==> src/rtl/latch_write_sequencer.sv <==
// latch_write_sequencer
// Drives a bank of W gated-D latches through a registered setup -> gate -> hold
// sequence after accepting a word on a valid/ready handshake. Every output is
// a flop output, so the latch gate line never glitches.
// Optional feature macro: LATCH_READBACK_EN
//   defined   : adds the CHECK state, a 2-flop lat_Q synchronizer, the stored-word
//               compare and a saturating mismatch counter.
//   undefined : done follows HOLD directly, match reads 1 after the first
//               completed write and err_cnt is constant 0.
module latch_write_sequencer #(
    parameter int W         = 4,
    parameter int SETUP_CYC = 2,
    parameter int GATE_CYC  = 4,
    parameter int HOLD_CYC  = 2
) (
    input  logic         Clk,
    input  logic         Reset,
    input  logic         req_valid,
    input  logic [W-1:0] req_data,
    output logic         req_ready,
    output logic [W-1:0] lat_D,
    output logic         lat_G,
    input  logic [W-1:0] lat_Q,
    output logic         done,
    output logic         match,
    output logic [7:0]   err_cnt
);

    // Phase counters hold "cycles remaining minus one"; the phase ends when it reads 0.
    localparam logic [7:0] SETUP_LD = 8'(SETUP_CYC - 1);
    localparam logic [7:0] GATE_LD  = 8'(GATE_CYC - 1);
    localparam logic [7:0] HOLD_LD  = 8'(HOLD_CYC - 1);

`ifdef LATCH_READBACK_EN
    // CHECK spans two cycles so the synchronizer sees lat_Q only after the gate is low.
    localparam logic [7:0] CHECK_LD = 8'd1;

    typedef enum logic [2:0] {IDLE, SETUP, GATE, HOLD, CHECK} state_t;
`else
    typedef enum logic [1:0] {IDLE, SETUP, GATE, HOLD} state_t;
`endif

    state_t       state_q, state_d;
    logic [7:0]   cnt_q, cnt_d;
    logic [W-1:0] data_q, data_d;
    logic         gate_q, gate_d;
    logic         ready_q, ready_d;
    logic         done_q, done_d;
    logic         match_q, match_d;

`ifdef LATCH_READBACK_EN
    logic [W-1:0] sync1_q, sync2_q;
    logic [7:0]   err_q, err_d;

    // Saturating increment for the mismatch counter.
    function automatic logic [7:0] sat_inc(input logic [7:0] v);
        return (v == 8'hFF) ? v : v + 8'd1;
    endfunction
`else
    // The latch outputs have no consumer without readback.
    logic unused_lat_q;
    assign unused_lat_q = ^lat_Q;
`endif

    // Next-state, phase counter and output-register decode for the write sequence.
    always_comb begin
        state_d = state_q;
        cnt_d   = cnt_q;
        data_d  = data_q;
        gate_d  = gate_q;
        ready_d = ready_q;
        done_d  = 1'b0;
        match_d = match_q;
`ifdef LATCH_READBACK_EN
        err_d   = err_q;
`endif
        case (state_q)
            IDLE: begin
                if (req_valid) begin
                    data_d  = req_data;
                    ready_d = 1'b0;
                    cnt_d   = SETUP_LD;
                    state_d = SETUP;
                end
            end
            SETUP: begin
                if (cnt_q == 8'd0) begin
                    gate_d  = 1'b1;
                    cnt_d   = GATE_LD;
                    state_d = GATE;
                end else begin
                    cnt_d = cnt_q - 8'd1;
                end
            end
            GATE: begin
                if (cnt_q == 8'd0) begin
                    gate_d  = 1'b0;
                    cnt_d   = HOLD_LD;
                    state_d = HOLD;
                end else begin
                    cnt_d = cnt_q - 8'd1;
                end
            end
            HOLD: begin
                if (cnt_q == 8'd0) begin
`ifdef LATCH_READBACK_EN
                    cnt_d   = CHECK_LD;
                    state_d = CHECK;
`else
                    done_d  = 1'b1;
                    ready_d = 1'b1;
                    match_d = 1'b1;
                    state_d = IDLE;
`endif
                end else begin
                    cnt_d = cnt_q - 8'd1;
                end
            end
`ifdef LATCH_READBACK_EN
            CHECK: begin
                if (cnt_q == 8'd0) begin
                    done_d  = 1'b1;
                    ready_d = 1'b1;
                    match_d = (sync2_q == data_q);
                    if (sync2_q != data_q) begin
                        err_d = sat_inc(err_q);
                    end
                    state_d = IDLE;
                end else begin
                    cnt_d = cnt_q - 8'd1;
                end
            end
`endif
            default: begin
                state_d = IDLE;
            end
        endcase
    end

    // Sequencer state and output registers; reset aborts any sequence in flight.
    always_ff @(posedge Clk) begin
        if (Reset) begin
            state_q <= IDLE;
            cnt_q   <= 8'd0;
            data_q  <= '0;
            gate_q  <= 1'b0;
            ready_q <= 1'b1;
            done_q  <= 1'b0;
            match_q <= 1'b0;
        end else begin
            state_q <= state_d;
            cnt_q   <= cnt_d;
            data_q  <= data_d;
            gate_q  <= gate_d;
            ready_q <= ready_d;
            done_q  <= done_d;
            match_q <= match_d;
        end
    end

`ifdef LATCH_READBACK_EN
    // Two-flop synchronizer for the asynchronous latch outputs plus the mismatch counter.
    always_ff @(posedge Clk) begin
        if (Reset) begin
            sync1_q <= '0;
            sync2_q <= '0;
            err_q   <= 8'd0;
        end else begin
            sync1_q <= lat_Q;
            sync2_q <= sync1_q;
            err_q   <= err_d;
        end
    end

    assign err_cnt = err_q;
`else
    assign err_cnt = 8'd0;
`endif

    assign req_ready = ready_q;
    assign lat_D     = data_q;
    assign lat_G     = gate_q;
    assign done      = done_q;
    assign match     = match_q;

endmodule

==> config.mk <==
export PLATFORM = sky130hd
export DESIGN_NAME = latch_write_sequencer
export DESIGN_NICKNAME = d
export VERILOG_FILES = /design/src/rtl/latch_write_sequencer.sv
export SDC_FILE = /design/constraint.sdc
export NUM_CORES = 1
export LEC_CHECK = 0
export CAP_MARGIN = 5
export CORE_MARGIN = 2
export CORE_UTILIZATION = 43
export CTS_CLUSTER_SIZE = 10
export DETAILED_ROUTE_END_ITERATION = 8
export PLACE_DENSITY = 0.85
export RECOVER_POWER = 100
export REMOVE_ABC_BUFFERS = 1
export SLEW_MARGIN = 20
export SYNTH_ARGS = -nofsm -noshare
export SYNTH_HDL_FRONTEND = slang
export SYNTH_SLANG_ARGS = --single-unit
==> constraint.sdc <==
create_clock -name Clk -period 1.88 [get_ports Clk]
set_input_delay 0.376 -clock Clk [delete_from_list [all_inputs] [get_ports Clk]]
set_output_delay 0.376 -clock Clk [all_outputs]
set_load 0.03 [all_outputs]
==> qor.txt, run 1 <==
TritonRoute pass-1 iters: 4
Met1 Usage GRT: 0.218
Gate Count Post-Synth: 123
Detailed Route WL: 2640 µm
Post-synthesis mux area share: 0.00954
Num CTS Buffers: 3
Final setup fails: 0
P_leak: 0.621 nW
Simple-Gate Fraction of Synth Area: 0.244
Diodes inserted: 0
DRT antenna net count: 0
Total die area: 2850 µm²
Post-route DRC: 0
Fin area: 1420 µm²
H-tree Lvls: 1
Final Max Slew Viols: 0
Setup TNS: 0 ns
Initial antenna violation count: 0
#FFs+latches synth: 18
Max-slew headroom: 0.630
FF+latch area: 363 µm²
Commonest non-fill, non-tap cell in the layout: buf_4
Layout area overhead: 35.5%
Clk_lat worst skew: 0.30 ns
RD Place Congestion: 0.862
Hold Crit Class: flop to flop
CTS max path bufs: 2
Minimum clock period: 1.81 ns
Synth Area in XOR/XNOR: 0
CTS tree: yes
Mapped Avg Cell Area: 8.53 µm²
Mapped Area: 1050 µm²
IO Count: 27
Period utilization: 0.964
WS Path Type: flop to flop
Vias in the first global route: 984
Worst-path clk slew: 0.10 ns
Worst Skew: 0.00439 ns
Via count: 1041
Sink Count: 18
First-pass GRT wire length: 4110 µm
Chip width: 53.4 µm
Most frequent cells in the layout: buf_4 (17), dfxtp_1 (16), a21oi_1 (10)
Total GRT Usage: 0.196
Multi-input gate area: 683 µm²
Hold Vio Cnt, Final: 0
M3 GR Usage: 0.0395
Core ar.: 2250 µm²
Busiest grt layer: met2
Die Span Y: 53.4 µm
Via density: 5.69
CP required: 2.08 ns
Reg2Reg Setup Slack: 0.07 ns
Routed length per instance: 14.4 µm
Final setup margin: 0.0684 ns
Placed inst area: 1280 µm²
Worst-Margin Slew: 0.551 ns
Cell Rows: 17
Top_reg_cell synth: dfxtp_1
Gr ovfl total: 0
Met2 Usage GRT: 0.354
Layout fillers: 195
Root buf cell: clkbuf_4
Adder-cell share of the synthesized area: 0.0834
Starting Density: 0.466
Cts hold-fix bufs: 0
Final nets: 174
Compound-Gate Fraction of Synth Area: 0.216
Fmax: 552 MHz
Syn. warnings: 0
Largest net degree at the start of global routing: 20
WP data arrival: 2.01 ns
Pwr/cell area: 1550 nW/µm²
Post-synth EDFFs: 0
Placed wire-length estimate: 1840 µm
Synth cell types: 39
Critical Path Fanout Max: 5
Largest family of logic cells by synthesized area: simple AND/OR/NAND/NOR gates
Worst slack at placement: -0.0602 ns
Port buffer count: 14
Startpoint Class: flop
Max VDD drop: 0.000925 V
Maxcap violations: 0
DRT iter0 DRCs: 38
Status: finished, final reports clean
Ys async rst share: 0
Nature of the critical path endpoint: flop
Layout cells sized above 1: 0.265
Register area share after synthesis: 0.343
## worst paths after layout
kind,cells past startpoint,from,end
worst max-delay path,7,cnt_q[1],cnt_q[3]
worst min-delay path,2,lat_D[2],lat_D[2]
worst max register to register,7,cnt_q[1],cnt_q[3]
worst min register to register,2,lat_D[2],lat_D[2]
## state kept, by name (all words and copies together) (netlist names)
name       count
cnt_q          8
lat_D          4
state_q        2
done           1
lat_G          1
match          1
req_ready      1
## routing by layer
metal	vias to the layer above	wire, µm
li1	494	-
met1	498	1080
met2	46	1390
met3	3	150
met4	0	19
met5	-	0
## what timing repair did
| item | CTS | global route |
|---|---|---|
| setup endpoints to repair | 6 | 10 |
| setup buffers | 1 | 2 |
| pin swaps | 0 | 5 |
| gates resized for setup | 2 | 18 |
| hold endpoints to repair | 0 | 0 |
| gates cloned | 0 | 1 |
## Yosys cell counts, types with 2 or more instances
library cell	count	area [µm²]
a211o_1	3	26.3
a211oi_1	2	15.0
a21o_1	2	15.0
a21oi_1	10	50.1
buf_4	8	60.1
clkbuf_1	2	7.51
dfxtp_1	18	360
ha_1	7	87.6
inv_1	6	22.5
nand2_1	8	30.0
nand2b_1	3	18.8
nand3_1	5	25.0
nor2_1	9	33.8
nor3_1	5	25.0
nor3b_1	3	22.5
nor4_1	2	12.5
nor4b_1	4	35.0
o21ai_0	3	15.0
o21bai_1	2	15.0
or3_1	2	12.5
## power by group
part | switching, W | internal (W) | total (W)
Combinational | 0.000767 | 0.000638 | 0.00141
Clock | 0.000125 | 0.000118 | 0.000243
Sequential | 0.0000779 | 0.000475 | 0.000553
## per-stage QoR
| stage | hold WS (ns) | total power [W] | utilization | instances |
|---|---|---|---|---|
| after CTS | 0.464 | 0.00201 | 0.592 | 180 |
| final | 0.455 | 0.00220 | 0.631 | 183 |
| after detailed placement | 0.448 | 0.00174 | 0.568 | 175 |
| after global routing | 0.478 | 0.00236 | 0.631 | 183 |
| after floorplan | 0.445 | 0.00129 | - | 118 |
| after global placement | 0.442 | 0.00169 | 0.568 | 175 |
## kinds of logic (layout without fill, tap and decap cells)
family	count (synthesis)	in the layout
AND/OR/NAND/NOR	46	46
AO/OA/AOI/OAI	32	32
flip-flops	18	18
buffers and inverters	18	43
adder cells (fa/ha/maj)	7	7
other	1	8
multiplexers	1	1
## critical path, stage by stage, from the launching register on
cell and delay (ns):
dfxtp_1 0.33, inv_2 0.08, ha_4 0.13, or4b_4 0.49, o211ai_4 0.19, buf_6 0.14
a21oi_1 0.04, a211o_1 0.30
## final cells by class
class | count | share of cell area
multi-input combinational | 94 | 0.480
sequential | 18 | 0.255
timing repair buffer | 33 | 0.199
clock buffer | 4 | 0.0255
tap | 28 | 0.0246
inverter | 6 | 0.0158
(Power assumes the default switching activity.)
==> run 2: changes to the inputs <==
--- a/config.mk
+++ b/config.mk
@@ -6,13 +6,12 @@
 export NUM_CORES = 1
 export LEC_CHECK = 0
 export CAP_MARGIN = 5
-export CORE_MARGIN = 2
 export CORE_UTILIZATION = 43
 export CTS_CLUSTER_SIZE = 10
 export DETAILED_ROUTE_END_ITERATION = 8
 export PLACE_DENSITY = 0.85
-export RECOVER_POWER = 100
 export REMOVE_ABC_BUFFERS = 1
+export SETUP_SLACK_MARGIN = 0.3
 export SLEW_MARGIN = 20
 export SYNTH_ARGS = -nofsm -noshare
 export SYNTH_HDL_FRONTEND = slang
==> run 2 against run 1 <==
Worst hold slack improved by 0.0010 ns. Register-to-register slack improved by 0.03 ns. Flip-flop and latch count did not move. Clock-buffer cell count unchanged. Utilization increased by 1.6 points. Design area up 2.5%. Combinational power rose by 5%. Power grew 3.5%. Cell count grew 0.55%. Global-route usage up 3.2 points.
==> qor.txt, run 2 (same netlist as run 1, synthesis figures left out) <==
Status: finished, final reports clean
Hold WS: 0.456 ns (+0.00104 ns)
DRT antenna net count: 0 (unchanged)
Unrepaired setup endpoints after global routing: yes
Worst Skew: 0.00426 ns (-0.000131 ns)
Placed inst area: 1290 µm² (+0.59%)
Gr ovfl total: 0 (unchanged)
Final std cells w/o fill: 184 (+0.55%)
Commonest non-fill, non-tap cell in the layout: buf_4
Vias in the first global route: 1041 (+5.8%)
Post-route DRC: 0 (unchanged)
DP Cell Count: 176 (+0.57%)
Final Max Slew Viols: 0 (unchanged)
Max-slew headroom: 0.579 (-0.0515)
Max VDD drop: 0.000997 V (+7.8%)
Clock Power Share: 0.109 (-0.002)
CP required: 2.09 ns (about the same)
Root buf cell: clkbuf_4
Clk_lat worst skew: 0.30 ns (about the same)
Die Span Y: 51.4 µm (-3.7%)
Final setup margin: 0.101 ns (+0.0326 ns)
Worst slack at placement: -0.0335 ns (+0.0267 ns)
H-tree Lvls: 1 (unchanged)
Overall power: 0.00228 W (+3.5%)
Port buffer count: 14 (unchanged)
Final nets: 175 (+0.57%)
P_leak: 0.646 nW (+4.0%)
Largest register FFs: 8 (unchanged)
Worst-path clk slew: 0.11 ns (about the same)
Starting Density: 0.466 (unchanged)
Sink Count: 18 (unchanged)
CTS max path bufs: 2 (unchanged)
Period utilization: 0.946 (-0.0173)
RD Place Congestion: 0.871 (+1.1%)
Routed length per instance: 14.3 µm (-0.73%)
Most frequent cells in the layout: buf_4 (19), dfxtp_1 (14), a21oi_1 (10)
Core ar.: 2250 µm² (unchanged)
Largest net degree at the start of global routing: 20 (unchanged)
Critical Path Fanout Max: 5 (unchanged)
Hold Vio Cnt, Final: 0 (unchanged)
DRT iter0 DRCs: 20 (-47%)
Total GRT Usage: 0.228 (+0.0316)
WP data arrival: 1.99 ns (-0.02 ns)
Chip width: 51.4 µm (-3.7%)
Sequential share of power: 0.243 (-0.008)
Minimum clock period: 1.78 ns (-0.0326 ns)
Cell Rows: 17 (unchanged)
Via count: 1013 (-2.7%)
Layout area overhead: 38.9%
Startpoint Class: flop
Worst-Margin Slew: 0.627 ns (+0.0766 ns)
Cts hold-fix bufs: 0 (unchanged)
Nature of the critical path endpoint: flop
Pwr/cell area: 1560 nW/µm² (+1.0%)
Initial antenna violation count: 0 (unchanged)
Combinational Power Share: 0.649 (+0.011)
WS Path Type: flop to flop
Placed wire-length estimate: 1770 µm (-3.6%)
CTS tree: yes
Net Switching: 0.00100 W (+3.4%)
Maxcap violations: 0 (unchanged)
First-pass GRT wire length: 4440 µm (+7.9%)
Num CTS Buffers: 3 (unchanged)
Via density: 5.51 (-3.2%)
TritonRoute pass-1 iters: 4 (unchanged)
Detailed Route WL: 2640 µm (-0.19%)
Hold Crit Class: flop to flop
Sw Ratio: 0.440 (about the same)
Internal power: 0.00128 W (+3.5%)
Fmax: 562 MHz (+1.8%)
Diodes inserted: 0 (unchanged)
Layout cells sized above 1: 0.301 (+0.0368)
Final setup fails: 0 (unchanged)
Total die area: 2640 µm² (-7.3%)
Top reg by flops: cnt_q
IO Count: 27 (unchanged)
Fin area: 1460 µm² (+2.5%)
## run 2: cell types whose count changed in the layout (fill, tap and decap cells not counted), sizes merged
| cell | previous run | this run |
|---|---|---|
| clkdlybuf4s50 | 7 | 6 |
| buf | 18 | 20 |
| clkbuf | 5 | 4 |
| dlygate4sd2 | 0 | 8 |
| dlygate4sd3 | 7 | 0 |
## run 2: area by class of cell
cell class	instances	area [µm²]
sequential	18	365
multi-input combinational	94	714
clock buffer	4	36.3
fill	202	797
inverter	6	22.5
timing repair buffer	34	284
tap	28	35.0
## run 2: power by group through the flow
stage / logic [W] / registers, W / clock network, W
finish: 0.00148 / 0.000553 / 0.000247
global route: 0.00161 / 0.000564 / 0.000262
CTS: 0.00135 / 0.000548 / 0.000252
detailed placement: 0.00120 / 0.000548 / 0
global placement: 0.00115 / 0.000541 / 0
floorplan: 0.000679 / 0.000607 / 0
## run 2: stage by stage
stage	util	TNS (ns)
5_1_grt	0.647	0
6_report	0.647	0
4_1_cts	0.625	0
2_1_floorplan	-	0
3_5_place_dp	0.572	-0.0650
3_3_place_gp	0.572	0
## run 2: worst paths after layout
check,slack [ns],start,end,depth (start not counted)
worst min register to register,0.46,lat_D[3],lat_D[3],2
worst max-delay path,0.10,cnt_q[1],cnt_q[1],7
worst max register to register,0.10,cnt_q[1],cnt_q[1],7
worst min-delay path,0.46,lat_D[3],lat_D[3],2
## run 2: repair_timing
| action | CTS | global route |
|---|---|---|
| resized for setup | 26 | 9 |
| pin swaps | 8 | 1 |
| setup buffers | 3 | 0 |
| endpoints found under the setup margin | 22 | 14 |
| cloned | 1 | 0 |
## run 2: worst max-delay path, stage by stage, from the launching register on
cell and delay (ns):
dfxtp_2 0.34, inv_2 0.07, ha_4 0.12, or4b_4 0.48, buf_4 0.17, nor2_4 0.14
o311ai_2 0.11, a31o_2 0.26
## run 2: routing by layer
layer / routed length, µm / vias to the layer above / track usage
met5: 0 / - / 0
met4: 52 / 0 / 0.140
met3: 118 / 6 / 0.0417
met2: 1280 / 32 / 0.411
met1: 1190 / 474 / 0.240
li1: - / 501 / -
==> run 3: changes to the inputs <==
--- a/config.mk
+++ b/config.mk
@@ -6,10 +6,11 @@
 export NUM_CORES = 1
 export LEC_CHECK = 0
 export CAP_MARGIN = 5
-export CORE_UTILIZATION = 43
-export CTS_CLUSTER_SIZE = 10
+export CORE_ASPECT_RATIO = 1.25
+export CORE_UTILIZATION = 47
+export CTS_CLUSTER_SIZE = 14
 export DETAILED_ROUTE_END_ITERATION = 8
-export PLACE_DENSITY = 0.85
+export PLACE_DENSITY = 0.87
 export REMOVE_ABC_BUFFERS = 1
 export SETUP_SLACK_MARGIN = 0.3
 export SLEW_MARGIN = 20
==> constraint.sdc (replaced) <==
create_clock -name Clk -period 2.03 [get_ports Clk]
set_input_delay 0.406 -clock Clk [delete_from_list [all_inputs] [get_ports Clk]]
set_output_delay 0.406 -clock Clk [all_outputs]
set_load 0.03 [all_outputs]
==> run 3 against run 2 <==
The flow now finishes with violations (DRC). Critical path depth is the same. Fmax shrank 3.9%. Clock-buffer cell count is the same. Worst hold slack lost 0.00077 ns. First-iteration DRC count grew 70%. Sequential share of layout area shrank 0.24 points. Largest power group unchanged. Highest routed layer unchanged.
==> qor.txt, run 3 (same netlist as run 1, synthesis figures left out) <==
DRT iter0 DRCs: 34 (+70%)
Worst Skew: 0.000898 ns (-0.00336 ns)
P_leak: 0.681 nW (+5.4%)
Fin area: 1470 µm² (+0.60%)
Minimum clock period: 1.85 ns (+0.0716 ns)
Placed wire-length estimate: 1630 µm (-8.0%)
Detailed Route WL: 2600 µm (-1.3%)
Final setup fails: 0 (unchanged)
Failing checks: DRC
Largest register FFs: 8 (unchanged)
Placed inst area: 1220 µm² (-5.0%)
Status: finished with violations
Pwr/cell area: 1390 nW/µm² (-11%)
Max VDD drop: 0.000846 V (-15%)
Routed length per instance: 14.6 µm (+2.0%)
Top reg by flops: cnt_q
RD Place Congestion: 0.827 (-5.1%)
Largest net degree at the start of global routing: 20 (unchanged)
H-tree Lvls: 1 (unchanged)
WS Path Type: flop to flop
Clk_lat worst skew: 0.31 ns (about the same)
Gr ovfl total: 0 (unchanged)
Unrepaired setup endpoints after global routing: yes
Post-route DRC: 4 (+4)
Root buf cell: clkbuf_4
Crit path buf inv count: 2 (unchanged)
Setup TNS: 0 ns (unchanged)
Critical Path Max Stage Delay: 0.49 ns (about the same)
Core ar.: 2050 µm² (-9.1%)
Hold Vio Cnt, Final: 0 (unchanged)
Period utilization: 0.912 (-0.0347)
Final nets: 167 (-4.6%)
Starting Density: 0.512 (+0.0466)
Via count: 1003 (-0.99%)
Initial antenna violation count: 0 (unchanged)
Final Max Slew Viols: 0 (unchanged)
Chip width: 44.3 µm (-14%)
Total die area: 2430 µm² (-8.1%)
TritonRoute pass-1 iters: 8 (+4)
Most frequent cells in the layout: dfxtp_1 (15), a21oi_1 (10), buf_4 (10)
CP cell instances: inv_2 -> ha_4 -> or4b_4 -> o211ai_4 -> buf_6 -> nor4_1 -> a211o_1
Diodes inserted: 0 (unchanged)
Maxcap violations: 0 (unchanged)
Layout cells sized above 1: 0.284 (-0.0175)
Cts hold-fix bufs: 0 (unchanged)
Total GRT Usage: 0.213 (-0.0145)
CTS tree: yes
CTS max path bufs: 2 (unchanged)
Critical Path Fanout Max: 6 (+1)
CP required: 2.24 ns (+0.15 ns)
Cell Rows: 18 (+1)
Startpoint Class: flop
Hold Crit Class: flop to flop
Commonest non-fill, non-tap cell in the layout: dfxtp_1
First-pass GRT wire length: 3800 µm (-14%)
Fmax: 540 MHz (-3.9%)
Worst-path clk slew: 0.10 ns (about the same)
Layout area overhead: 39.7%
Vias in the first global route: 896 (-14%)
WP data arrival: 2.06 ns (+0.07 ns)
Sink Count: 18 (unchanged)
Layout fillers: 144 (-29%)
Die Span Y: 54.8 µm (+6.7%)
Crit-path slowest cell: or4b_4
DRT antenna net count: 0 (unchanged)
Delay-heaviest family, CP: simple AND/OR/NAND/NOR gates
Num CTS Buffers: 3 (unchanged)
IO Count: 27 (unchanged)
Port buffer count: 14 (unchanged)
Nature of the critical path endpoint: flop
Via density: 5.63 (+2.4%)
## run 3: cell count changes in the layout (fill, tap and decap cells not counted), sizes merged
cell	previous run	this run
buf	20	12
dlygate4sd2	8	1
dlymetal6s2s	0	6
clkdlybuf4s50	6	7
## run 3: metal layers
metal / GRT usage / routed length [µm]
met1: 0.246 / 1030
met4: 0.0960 / 95
met2: 0.385 / 1350
met5: 0 / 0
met3: 0.0330 / 137
## run 3: layout make-up
class | instances | area (µm²) | area share
clock buffer | 4 | 36.3 | 0.0247
inverter | 6 | 22.5 | 0.0154
multi-input combinational | 94 | 754 | 0.515
sequential | 18 | 364 | 0.248
tap | 30 | 37.5 | 0.0256
timing repair buffer | 26 | 251 | 0.172
## run 3: final timing paths
kind | cells past startpoint | slack, ns | start | endpoint
max | 7 | 0.18 | cnt_q[0] | cnt_q[7]
min | 2 | 0.46 | lat_D[1] | lat_D[1]
min reg2reg | 2 | 0.46 | lat_D[1] | lat_D[1]
max reg2reg | 7 | 0.18 | cnt_q[0] | cnt_q[7]
## run 3: worst reg2reg max path, stage by stage (launching register included)
cell      delay, ns
dfxtp_2        0.35
inv_2          0.08
ha_4           0.13
or4b_4         0.49
o211ai_4       0.21
buf_6          0.15
nor4_1         0.05
a211o_1        0.27
## run 3: metrics by stage
stage	utilization	worst slack, ns	hold WS (ns)	total power, W	instances
after floorplan	-	0.182	0.466	0.00119	118
after global placement	0.597	0.121	0.443	0.00145	169
after detailed placement	0.597	0.0827	0.445	0.00150	169
after CTS	0.643	0.252	0.460	0.00180	175
after global routing	0.716	0.125	0.494	0.00218	178
final	0.716	0.179	0.456	0.00205	178
## run 3: timing repair
item                       in CTS  in global routing
gates cloned                    1                  0
resized for setup              13                 26
setup endpoints to repair      10                 17
pin swaps                       7                  5
setup buffers                   1                  3
## run 3: power breakdown
group          internal [W]  total, W  switching [W]
sequential         0.000441  0.000521      0.0000796
combinational      0.000553   0.00129       0.000742
clock              0.000110  0.000230       0.000121
total               0.00110   0.00205       0.000942
